$ cat src/rtl/mem_arbiter_if.sv
// Bundle for mem_arbiter: fetch port, data port, shared memory port and grant counters.
// master = requesters plus memory model, slave = the arbiter.
interface mem_arbiter_if #(
  parameter int unsigned ADDR_W = 32,
  parameter int unsigned DATA_W = 32
);
  logic              i_req;
  logic [ADDR_W-1:0] i_addr;
  logic              i_gnt;
  logic              i_rvalid;
  logic [DATA_W-1:0] i_rdata;

  logic              d_req;
  logic              d_rw;
  logic [ADDR_W-1:0] d_addr;
  logic [DATA_W-1:0] d_wdata;
  logic              d_gnt;
  logic              d_rvalid;
  logic [DATA_W-1:0] d_rdata;

  logic              mem_EN;
  logic              mem_RW;
  logic [ADDR_W-1:0] mem_addr;
  logic [DATA_W-1:0] mem_wdata;
  logic [DATA_W-1:0] mem_rdata;

  logic [31:0]       stat_i_grants;
  logic [31:0]       stat_d_grants;

  modport master (
    output i_req, i_addr,
    input  i_gnt, i_rvalid, i_rdata,
    output d_req, d_rw, d_addr, d_wdata,
    input  d_gnt, d_rvalid, d_rdata,
    input  mem_EN, mem_RW, mem_addr, mem_wdata,
    output mem_rdata,
    input  stat_i_grants, stat_d_grants
  );

  modport slave (
    input  i_req, i_addr,
    output i_gnt, i_rvalid, i_rdata,
    input  d_req, d_rw, d_addr, d_wdata,
    output d_gnt, d_rvalid, d_rdata,
    output mem_EN, mem_RW, mem_addr, mem_wdata,
    input  mem_rdata,
    output stat_i_grants, stat_d_grants
  );
endinterface

$ cat src/rtl/mem_arbiter.sv
// Two-port (fetch/data) arbiter onto one single-port memory, data priority with fetch anti-starvation.
// Optional per-port grant counters are built when MEM_ARB_STATS_EN is defined.
module mem_arbiter #(
  parameter int unsigned ADDR_W       = 32,
  parameter int unsigned DATA_W       = 32,
  parameter int unsigned STARVE_LIMIT = 4
) (
  input logic          clk,
  input logic          rst,
  mem_arbiter_if.slave bus
);

  typedef enum logic [1:0] {
    StIdle,
    StAccess,
    StResp
  } state_e;

  localparam logic [3:0] StarveMax = 4'(STARVE_LIMIT);

  state_e            state_q, state_d;
  logic              owner_q;
  logic              rw_q;
  logic [ADDR_W-1:0] addr_q;
  logic [DATA_W-1:0] wdata_q;
  logic [3:0]        starve_q, starve_d;

  logic              arb_cycle;
  logic              grant_i;
  logic              grant_d;
  logic              any_grant;

  // Arbitration is combinational and suppressed while reset is asserted.
  always_comb begin
    arb_cycle = !rst && ((state_q == StIdle) || (state_q == StResp));
    grant_i   = 1'b0;
    grant_d   = 1'b0;
    if (arb_cycle) begin
      if (bus.i_req && (starve_q == StarveMax)) begin
        grant_i = 1'b1;
      end else if (bus.d_req) begin
        grant_d = 1'b1;
      end else if (bus.i_req) begin
        grant_i = 1'b1;
      end
    end
    any_grant = grant_i | grant_d;
  end

  always_comb begin
    starve_d = starve_q;
    if (arb_cycle) begin
      if (grant_i || !bus.i_req) begin
        starve_d = 4'd0;
      end else if (grant_d && (starve_q != StarveMax)) begin
        starve_d = starve_q + 4'd1;
      end
    end
  end

  // State register.
  always_ff @(posedge clk) begin
    if (rst) begin
      state_q <= StIdle;
    end else begin
      state_q <= state_d;
    end
  end

  // Next-state logic.
  always_comb begin
    state_d = state_q;
    unique case (state_q)
      StIdle:   state_d = any_grant ? StAccess : StIdle;
      StAccess: state_d = StResp;
      StResp:   state_d = any_grant ? StAccess : StIdle;
      default:  state_d = StIdle;
    endcase
  end

  // Transaction registers captured on the grant edge.
  always_ff @(posedge clk) begin
    if (rst) begin
      owner_q  <= 1'b0;
      rw_q     <= 1'b0;
      addr_q   <= '0;
      wdata_q  <= '0;
      starve_q <= 4'd0;
    end else begin
      starve_q <= starve_d;
      if (any_grant) begin
        owner_q <= grant_d;
        rw_q    <= grant_d & bus.d_rw;
        addr_q  <= grant_d ? bus.d_addr : bus.i_addr;
        wdata_q <= grant_d ? bus.d_wdata : '0;
      end
    end
  end

  // Output logic; everything is forced quiet during a reset cycle so an aborted access leaks nothing.
  always_comb begin
    bus.i_gnt     = grant_i;
    bus.d_gnt     = grant_d;
    bus.mem_EN    = 1'b0;
    bus.mem_RW    = 1'b0;
    bus.mem_addr  = '0;
    bus.mem_wdata = '0;
    bus.i_rvalid  = 1'b0;
    bus.i_rdata   = '0;
    bus.d_rvalid  = 1'b0;
    bus.d_rdata   = '0;
    if (!rst) begin
      unique case (state_q)
        StAccess: begin
          bus.mem_EN    = 1'b1;
          bus.mem_RW    = rw_q;
          bus.mem_addr  = addr_q;
          bus.mem_wdata = wdata_q;
        end
        StResp: begin
          if (owner_q) begin
            bus.d_rvalid = 1'b1;
            bus.d_rdata  = rw_q ? '0 : bus.mem_rdata;
          end else begin
            bus.i_rvalid = 1'b1;
            bus.i_rdata  = bus.mem_rdata;
          end
        end
        default: ;
      endcase
    end
  end

`ifdef MEM_ARB_STATS_EN
  logic [31:0] stat_i_q;
  logic [31:0] stat_d_q;

  always_ff @(posedge clk) begin
    if (rst) begin
      stat_i_q <= '0;
      stat_d_q <= '0;
    end else begin
      if (grant_i && (stat_i_q != 32'hFFFF_FFFF)) begin
        stat_i_q <= stat_i_q + 32'd1;
      end
      if (grant_d && (stat_d_q != 32'hFFFF_FFFF)) begin
        stat_d_q <= stat_d_q + 32'd1;
      end
    end
  end

  assign bus.stat_i_grants = stat_i_q;
  assign bus.stat_d_grants = stat_d_q;
`else
  assign bus.stat_i_grants = '0;
  assign bus.stat_d_grants = '0;
`endif

endmodule

$ cat src/flat_wrapper.sv
// flat-port wrapper written by rule: the top's interface ports become plain ports
module mem_arbiter_flat 
#(
  parameter int unsigned ADDR_W       = 32,
  parameter int unsigned DATA_W       = 32,
  parameter int unsigned STARVE_LIMIT = 4
)
  (clk, rst, bus_i_req, bus_i_addr, bus_i_gnt, bus_i_rvalid, bus_i_rdata, bus_d_req, bus_d_rw, bus_d_addr, bus_d_wdata, bus_d_gnt, bus_d_rvalid, bus_d_rdata, bus_mem_EN, bus_mem_RW, bus_mem_addr, bus_mem_wdata, bus_mem_rdata, bus_stat_i_grants, bus_stat_d_grants);
  mem_arbiter_if #(.ADDR_W(ADDR_W), .DATA_W(DATA_W)) bus_i ();
  input logic clk;
  input logic rst;
  input wire logic [$bits(bus_i.i_req)-1:0] bus_i_req;
  input wire logic [$bits(bus_i.i_addr)-1:0] bus_i_addr;
  output wire logic [$bits(bus_i.i_gnt)-1:0] bus_i_gnt;
  output wire logic [$bits(bus_i.i_rvalid)-1:0] bus_i_rvalid;
  output wire logic [$bits(bus_i.i_rdata)-1:0] bus_i_rdata;
  input wire logic [$bits(bus_i.d_req)-1:0] bus_d_req;
  input wire logic [$bits(bus_i.d_rw)-1:0] bus_d_rw;
  input wire logic [$bits(bus_i.d_addr)-1:0] bus_d_addr;
  input wire logic [$bits(bus_i.d_wdata)-1:0] bus_d_wdata;
  output wire logic [$bits(bus_i.d_gnt)-1:0] bus_d_gnt;
  output wire logic [$bits(bus_i.d_rvalid)-1:0] bus_d_rvalid;
  output wire logic [$bits(bus_i.d_rdata)-1:0] bus_d_rdata;
  output wire logic [$bits(bus_i.mem_EN)-1:0] bus_mem_EN;
  output wire logic [$bits(bus_i.mem_RW)-1:0] bus_mem_RW;
  output wire logic [$bits(bus_i.mem_addr)-1:0] bus_mem_addr;
  output wire logic [$bits(bus_i.mem_wdata)-1:0] bus_mem_wdata;
  input wire logic [$bits(bus_i.mem_rdata)-1:0] bus_mem_rdata;
  output wire logic [$bits(bus_i.stat_i_grants)-1:0] bus_stat_i_grants;
  output wire logic [$bits(bus_i.stat_d_grants)-1:0] bus_stat_d_grants;
  assign bus_i.i_req = bus_i_req;
  assign bus_i.i_addr = bus_i_addr;
  assign bus_i_gnt = bus_i.i_gnt;
  assign bus_i_rvalid = bus_i.i_rvalid;
  assign bus_i_rdata = bus_i.i_rdata;
  assign bus_i.d_req = bus_d_req;
  assign bus_i.d_rw = bus_d_rw;
  assign bus_i.d_addr = bus_d_addr;
  assign bus_i.d_wdata = bus_d_wdata;
  assign bus_d_gnt = bus_i.d_gnt;
  assign bus_d_rvalid = bus_i.d_rvalid;
  assign bus_d_rdata = bus_i.d_rdata;
  assign bus_mem_EN = bus_i.mem_EN;
  assign bus_mem_RW = bus_i.mem_RW;
  assign bus_mem_addr = bus_i.mem_addr;
  assign bus_mem_wdata = bus_i.mem_wdata;
  assign bus_i.mem_rdata = bus_mem_rdata;
  assign bus_stat_i_grants = bus_i.stat_i_grants;
  assign bus_stat_d_grants = bus_i.stat_d_grants;
  mem_arbiter #(.ADDR_W(ADDR_W), .DATA_W(DATA_W), .STARVE_LIMIT(STARVE_LIMIT)) u_core (.clk(clk), .rst(rst), .bus(bus_i));
endmodule
$ cat config.mk
export PLATFORM = sky130hd
export DESIGN_NAME = mem_arbiter_flat
export DESIGN_NICKNAME = d
export VERILOG_FILES = /design/src/rtl/mem_arbiter_if.sv /design/src/rtl/mem_arbiter.sv /design/src/flat_wrapper.sv
export SDC_FILE = /design/constraint.sdc
export NUM_CORES = 1
export LEC_CHECK = 0
export ABC_CLOCK_PERIOD_IN_PS = 3100
export BUFFER_PORTS_ARGS = -buffer_cell sky130_fd_sc_hd__buf_2
export CAP_MARGIN = 25
export CORE_AREA = 2 2 128 130
export DETAILED_ROUTE_END_ITERATION = 12
export DIE_AREA = 0 0 130 132
export GPL_TIMING_DRIVEN = 0
export PLACE_DENSITY = 0.72
export RECOVER_POWER = 50
export SYNTH_ARGS = -nofsm -noshare
export SYNTH_HDL_FRONTEND = slang
export SYNTH_SLANG_ARGS = --single-unit
$ cat constraint.sdc
create_clock -name clk -period 3.1 [get_ports clk]
set_clock_uncertainty 0.15 [all_clocks]
set_input_delay 0.62 -clock clk [delete_from_list [all_inputs] [get_ports clk]]
set_output_delay 0.62 -clock clk [all_outputs]
set_load 0.01 [all_outputs]
==> results by stage <==
GRT:
- The initial antenna violation count is 10.
- The via count of the first global-routing pass is 4709.
- For this run, global-route usage on met2 was measured as 34.3%.
- In the global route stage, met3 resource usage came out at under 10%.
- The first-pass GRT wire length is 26.0 mm.
- The overall overflow remaining after global route is 0.
- For this run, global-route usage on met1 was measured as 21.9%.
- Global routing used 19.8% of the available tracks across all layers.
- The maximum number of pins on one net before global-route repair is 12.
- The most utilized layer in the global route result is met2.

Job:
- The number of violations of the max-capacitance limit is 0.

Floorplan:
- During I/O placement, the number of pins put on the boundary was 331.
- The area of the die is 17200 µm².
- The die span in y is 132 µm.
- The row count is 46.
- After floorplanning, the core was sized to cover 15700 µm².
- From left edge to right edge, the die measures 130 µm.
- Once the floorplan was initialized, standard cells occupied 29.4% of the core.

Worst setup path:
- At the worst endpoint, the arrival time is 2.22 ns.
- The critical path start-end classification is in -> out.
- STA classifies the critical path endpoint as an output pin.
- Traced cell by cell, the critical path runs through clkbuf_1, or2_1, buf_6, nor3b_2, buf_6, and2_1, buf_2.
- The largest fanout of any net on the critical path is 10.
- The slowest stage of the critical path belongs to the cell sky130_fd_sc_hd__nor3b_2.
- The combined buffer and inverter count along the critical path is 4.
- Among the stages of the critical path, the cell type that occurs most often is sky130_fd_sc_hd__buf_6.
- At the worst endpoint, the required time is 2.33 ns.
- For this run, the slowest stage of the critical path takes 0.61 ns.
- The category of cells accounting for the largest share of critical-path delay is simple AND/OR/NAND/NOR gates.
- The element type at the critical path start is an input pin.

Clock network:
- The clock tree root driver cell is sky130_fd_sc_hd__clkbuf_16.
- The number of setup buffers added after CTS is 0.
- After clock tree synthesis, the flow added hold-fix buffers numbering 0.
- Clock tree synthesis inserted a total of 9 buffers.
- The number of gates resized after CTS was 0.
- The clock slew seen by the registers of the worst setup and hold paths is approximately 0.060 ns.
- The H-tree depth is 3.
- Counting along the longest clock path gives a buffer depth of 2.
- The CTS tree is yes.
- The number of clock sinks is 72.
- The clock latency at the later pin of the worst-skew pair is 0.34 ns.

Synth:
- The yosys synthesis warning count is 0.
- The distinct cell type count of the synthesized netlist is 36.
- The average footprint of a synthesized cell is 7.77 µm².
- In this run, synthesis produced a sequential element count of between 70 and 80.
- Synthesis handed over a netlist of 594 instances.
- In the synthesized netlist the async set-or-reset flop fraction comes to 0%.
- The synthesized netlist occupies a cell area of 4610 µm².
- The number of enable flip-flop cells after synthesis is 0.
- The sequential cell area fraction in the yosys report is a little under a third.
- The most used flip-flop cell after synthesis is sky130_fd_sc_hd__dfxtp_1.

Finish:
- The count of cells in the finished layout, fillers not included, comes to between 1000 and 1500.
- With fillers left out, the area of the finished cells amounts to 6710 µm².
- In the final layout, the multi-input gates occupy 2590 µm².
- Counting the fill cells in the layout gives 1673.
- The net count of the finished layout is 1067.
- The post-route netlist has 38.8% of its cells at a drive strength greater than 1.
- Summing all flip-flop and latch instances after layout gives 1440 µm².
- The layout overhead on the synthesized area is 45.5%.
- Cells fill 42.7% of the core in the end.

STA:
- The final hold slack is ~0.32 ns.
- Headroom to the max-slew limit came out at 52.0%.
- For the pin with the worst max-slew slack, the measured transition is 0.716 ns.
- The final critical-path share of the clock period is 96.6%.
- The max-slew violation total from the final report is 0.
- Setup repair after global routing left no endpoint under its margin.
- The fmax is between 300 and 400 MHz.
- Setup violations remaining at the end of the flow were counted as 0.
- The clock period could shrink to ~3 ns.
- The final sum of negative setup slack is 0 ns.
- The count of final hold-check violations is 0.

Pwr:
- The total power divided by cell area is 383 nW/µm².
- The analysis attributes to cell leakage a power of roughly 3.5 nW.
- The worst-case IR drop observed on VDD is around 0.27 mV.

Hold path:
- The worst min-delay path class is reg -> reg.

Drt:
- The wire length per cell after detailed routing is 15.5 µm.
- The number of DRC markers in iteration 0 is 233.
- The remaining number of nets flagged by the antenna check after routing is 0.
- The total wire length is 17.9 mm.
- For this run, design rule violations remaining after detail routing come to 0.
- The number of detailed-routing iterations run before antenna repair is 4.
- The number of vias in the routed layout is 5285.
- Using the TritonRoute via totals, the vias-per-cell ratio works out to 4.57.

Outcome:
- The flow ran to the end, and the final reports show no timing, DRC or antenna violations.

Placement:
- Once placement completed, the tool counted placed cells totaling roughly 1100.
- The area after detailed placement is 6440 µm².
- The routability congestion estimate from global placement is 0.807.
- The number of buffers added on ports is 264.
- Detailed placement ended at an HPWL of about 14 mm.
## layer usage
metal | share of wire, % | vias up
li1 | - | 2588
met1 | 38 | 2396
met2 | 49 | 248
met3 | 9.6 | 47
met4 | 2.8 | 6
met5 | 0.22 | -
## cells by family (layout without fill, tap and decap cells)
group	after synthesis	in the layout	synth area share, %
AO/OA/AOI/OAI	170	170	21.4
adder cells (fa/ha/maj)	2	2	0.542
buffers and inverters	127	407	17.7
flip-flops	72	72	31.2
other	1	67	0.0813
AND/OR/NAND/NOR	222	222	29.1
## layout by cell type, fill, tap and decap left out, types with 3 or more instances in the layout
master                      netlist  routed
sky130_fd_sc_hd__diode_2          0       3
sky130_fd_sc_hd__dfxtp_1         72      72
sky130_fd_sc_hd__a21oi_1         36      36
sky130_fd_sc_hd__buf_4           67      67
sky130_fd_sc_hd__clkbuf_16        0       9
sky130_fd_sc_hd__conb_1           1      64
sky130_fd_sc_hd__a31oi_1         33      33
sky130_fd_sc_hd__nor2_1           3       3
sky130_fd_sc_hd__nand3_1         66      66
sky130_fd_sc_hd__nor3b_2          2       3
sky130_fd_sc_hd__inv_1            4       4
sky130_fd_sc_hd__buf_2           28     269
sky130_fd_sc_hd__o21ai_1         34      34
sky130_fd_sc_hd__o21bai_1        32      32
sky130_fd_sc_hd__o21ai_0         31      31
sky130_fd_sc_hd__buf_6            7       7
sky130_fd_sc_hd__and2_0           0      10
sky130_fd_sc_hd__nand2_1          4       4
sky130_fd_sc_hd__clkbuf_1        20      46
sky130_fd_sc_hd__nand4b_1         3       3
sky130_fd_sc_hd__and2_1         129     119
## sequential cells by signal, summed over array words and instances (netlist names)
name             flops
u_core.rw_q          1
u_core.starve_q      4
u_core.wdata_q      32
u_core.owner_q       1
u_core.state_q       2
u_core.addr_q       32
## per-stage QoR
| stage | worst slack (ns) | power (W) |
|---|---|---|
| after floorplan | 0.729 | 0.00134 |
| after global placement | 0.0400 | 0.00152 |
| after detailed placement | 0.0840 | 0.00153 |
| after CTS | 0.0816 | 0.00260 |
| after global routing | 0.00924 | 0.00270 |
| final | 0.106 | 0.00257 |
## report_power, final
| group | total, W | leakage (nW) | switching (W) | internal [W] |
|---|---|---|---|---|
| Combinational | 0.000490 | 2.72 | 0.000262 | 0.000228 |
| Clock | 0.00107 | 0.150 | 0.000401 | 0.000665 |
| Sequential | 0.00102 | 0.594 | 0.0000273 | 0.000990 |
| Total | 0.00257 | 3.46 | 0.000691 | 0.00188 |
## Yosys cell counts (all sizes together) (5+ instances only)
master	instances	area (µm²)
a21oi	36	180
a31oi	33	206
and2	129	807
buf	103	726
clkbuf	20	75.1
dfxtp	72	1440
nand3	66	330
nor2	5	23.8
o21ai	65	325
o21bai	32	240
## path summary, 6_finish.rpt
path                                    startpoint                end  slack [ns]  cells past startpoint
worst max-delay path                           rst    bus_i_rdata[14]        0.11                      7
worst min-delay path             u_core.wdata_q[5]  u_core.wdata_q[5]        0.32                      2
worst max register to register  u_core.starve_q[0]  u_core.addr_q[28]        0.80                      7
worst min register to register   u_core.wdata_q[5]  u_core.wdata_q[5]        0.32                      2
## final cells by class
type / count / share of cell area, %
Multi-Input combinational cell: 458 / 38.5
Clock buffer: 13 / 3.88
Tap cell: 216 / 4.03
Sequential cell: 72 / 21.5
Timing Repair Buffer: 264 / 19.4
Antenna cell: 3 / 0.112
Inverter: 4 / 0.224
Clock inverter: 3 / 0.596
Buffer: 123 / 11.8
## worst reg2reg max path: stages (launching register included)
cell	delay (ns)
sky130_fd_sc_hd__dfxtp_1	0.37
sky130_fd_sc_hd__inv_1	0.08
sky130_fd_sc_hd__ha_1	0.24
sky130_fd_sc_hd__nand4b_1	0.12
sky130_fd_sc_hd__clkbuf_1	0.48
sky130_fd_sc_hd__clkbuf_1	0.44
sky130_fd_sc_hd__nand3_1	0.15
sky130_fd_sc_hd__a31oi_1	0.20
No activity file was read; power rests on OpenSTA's default activity.
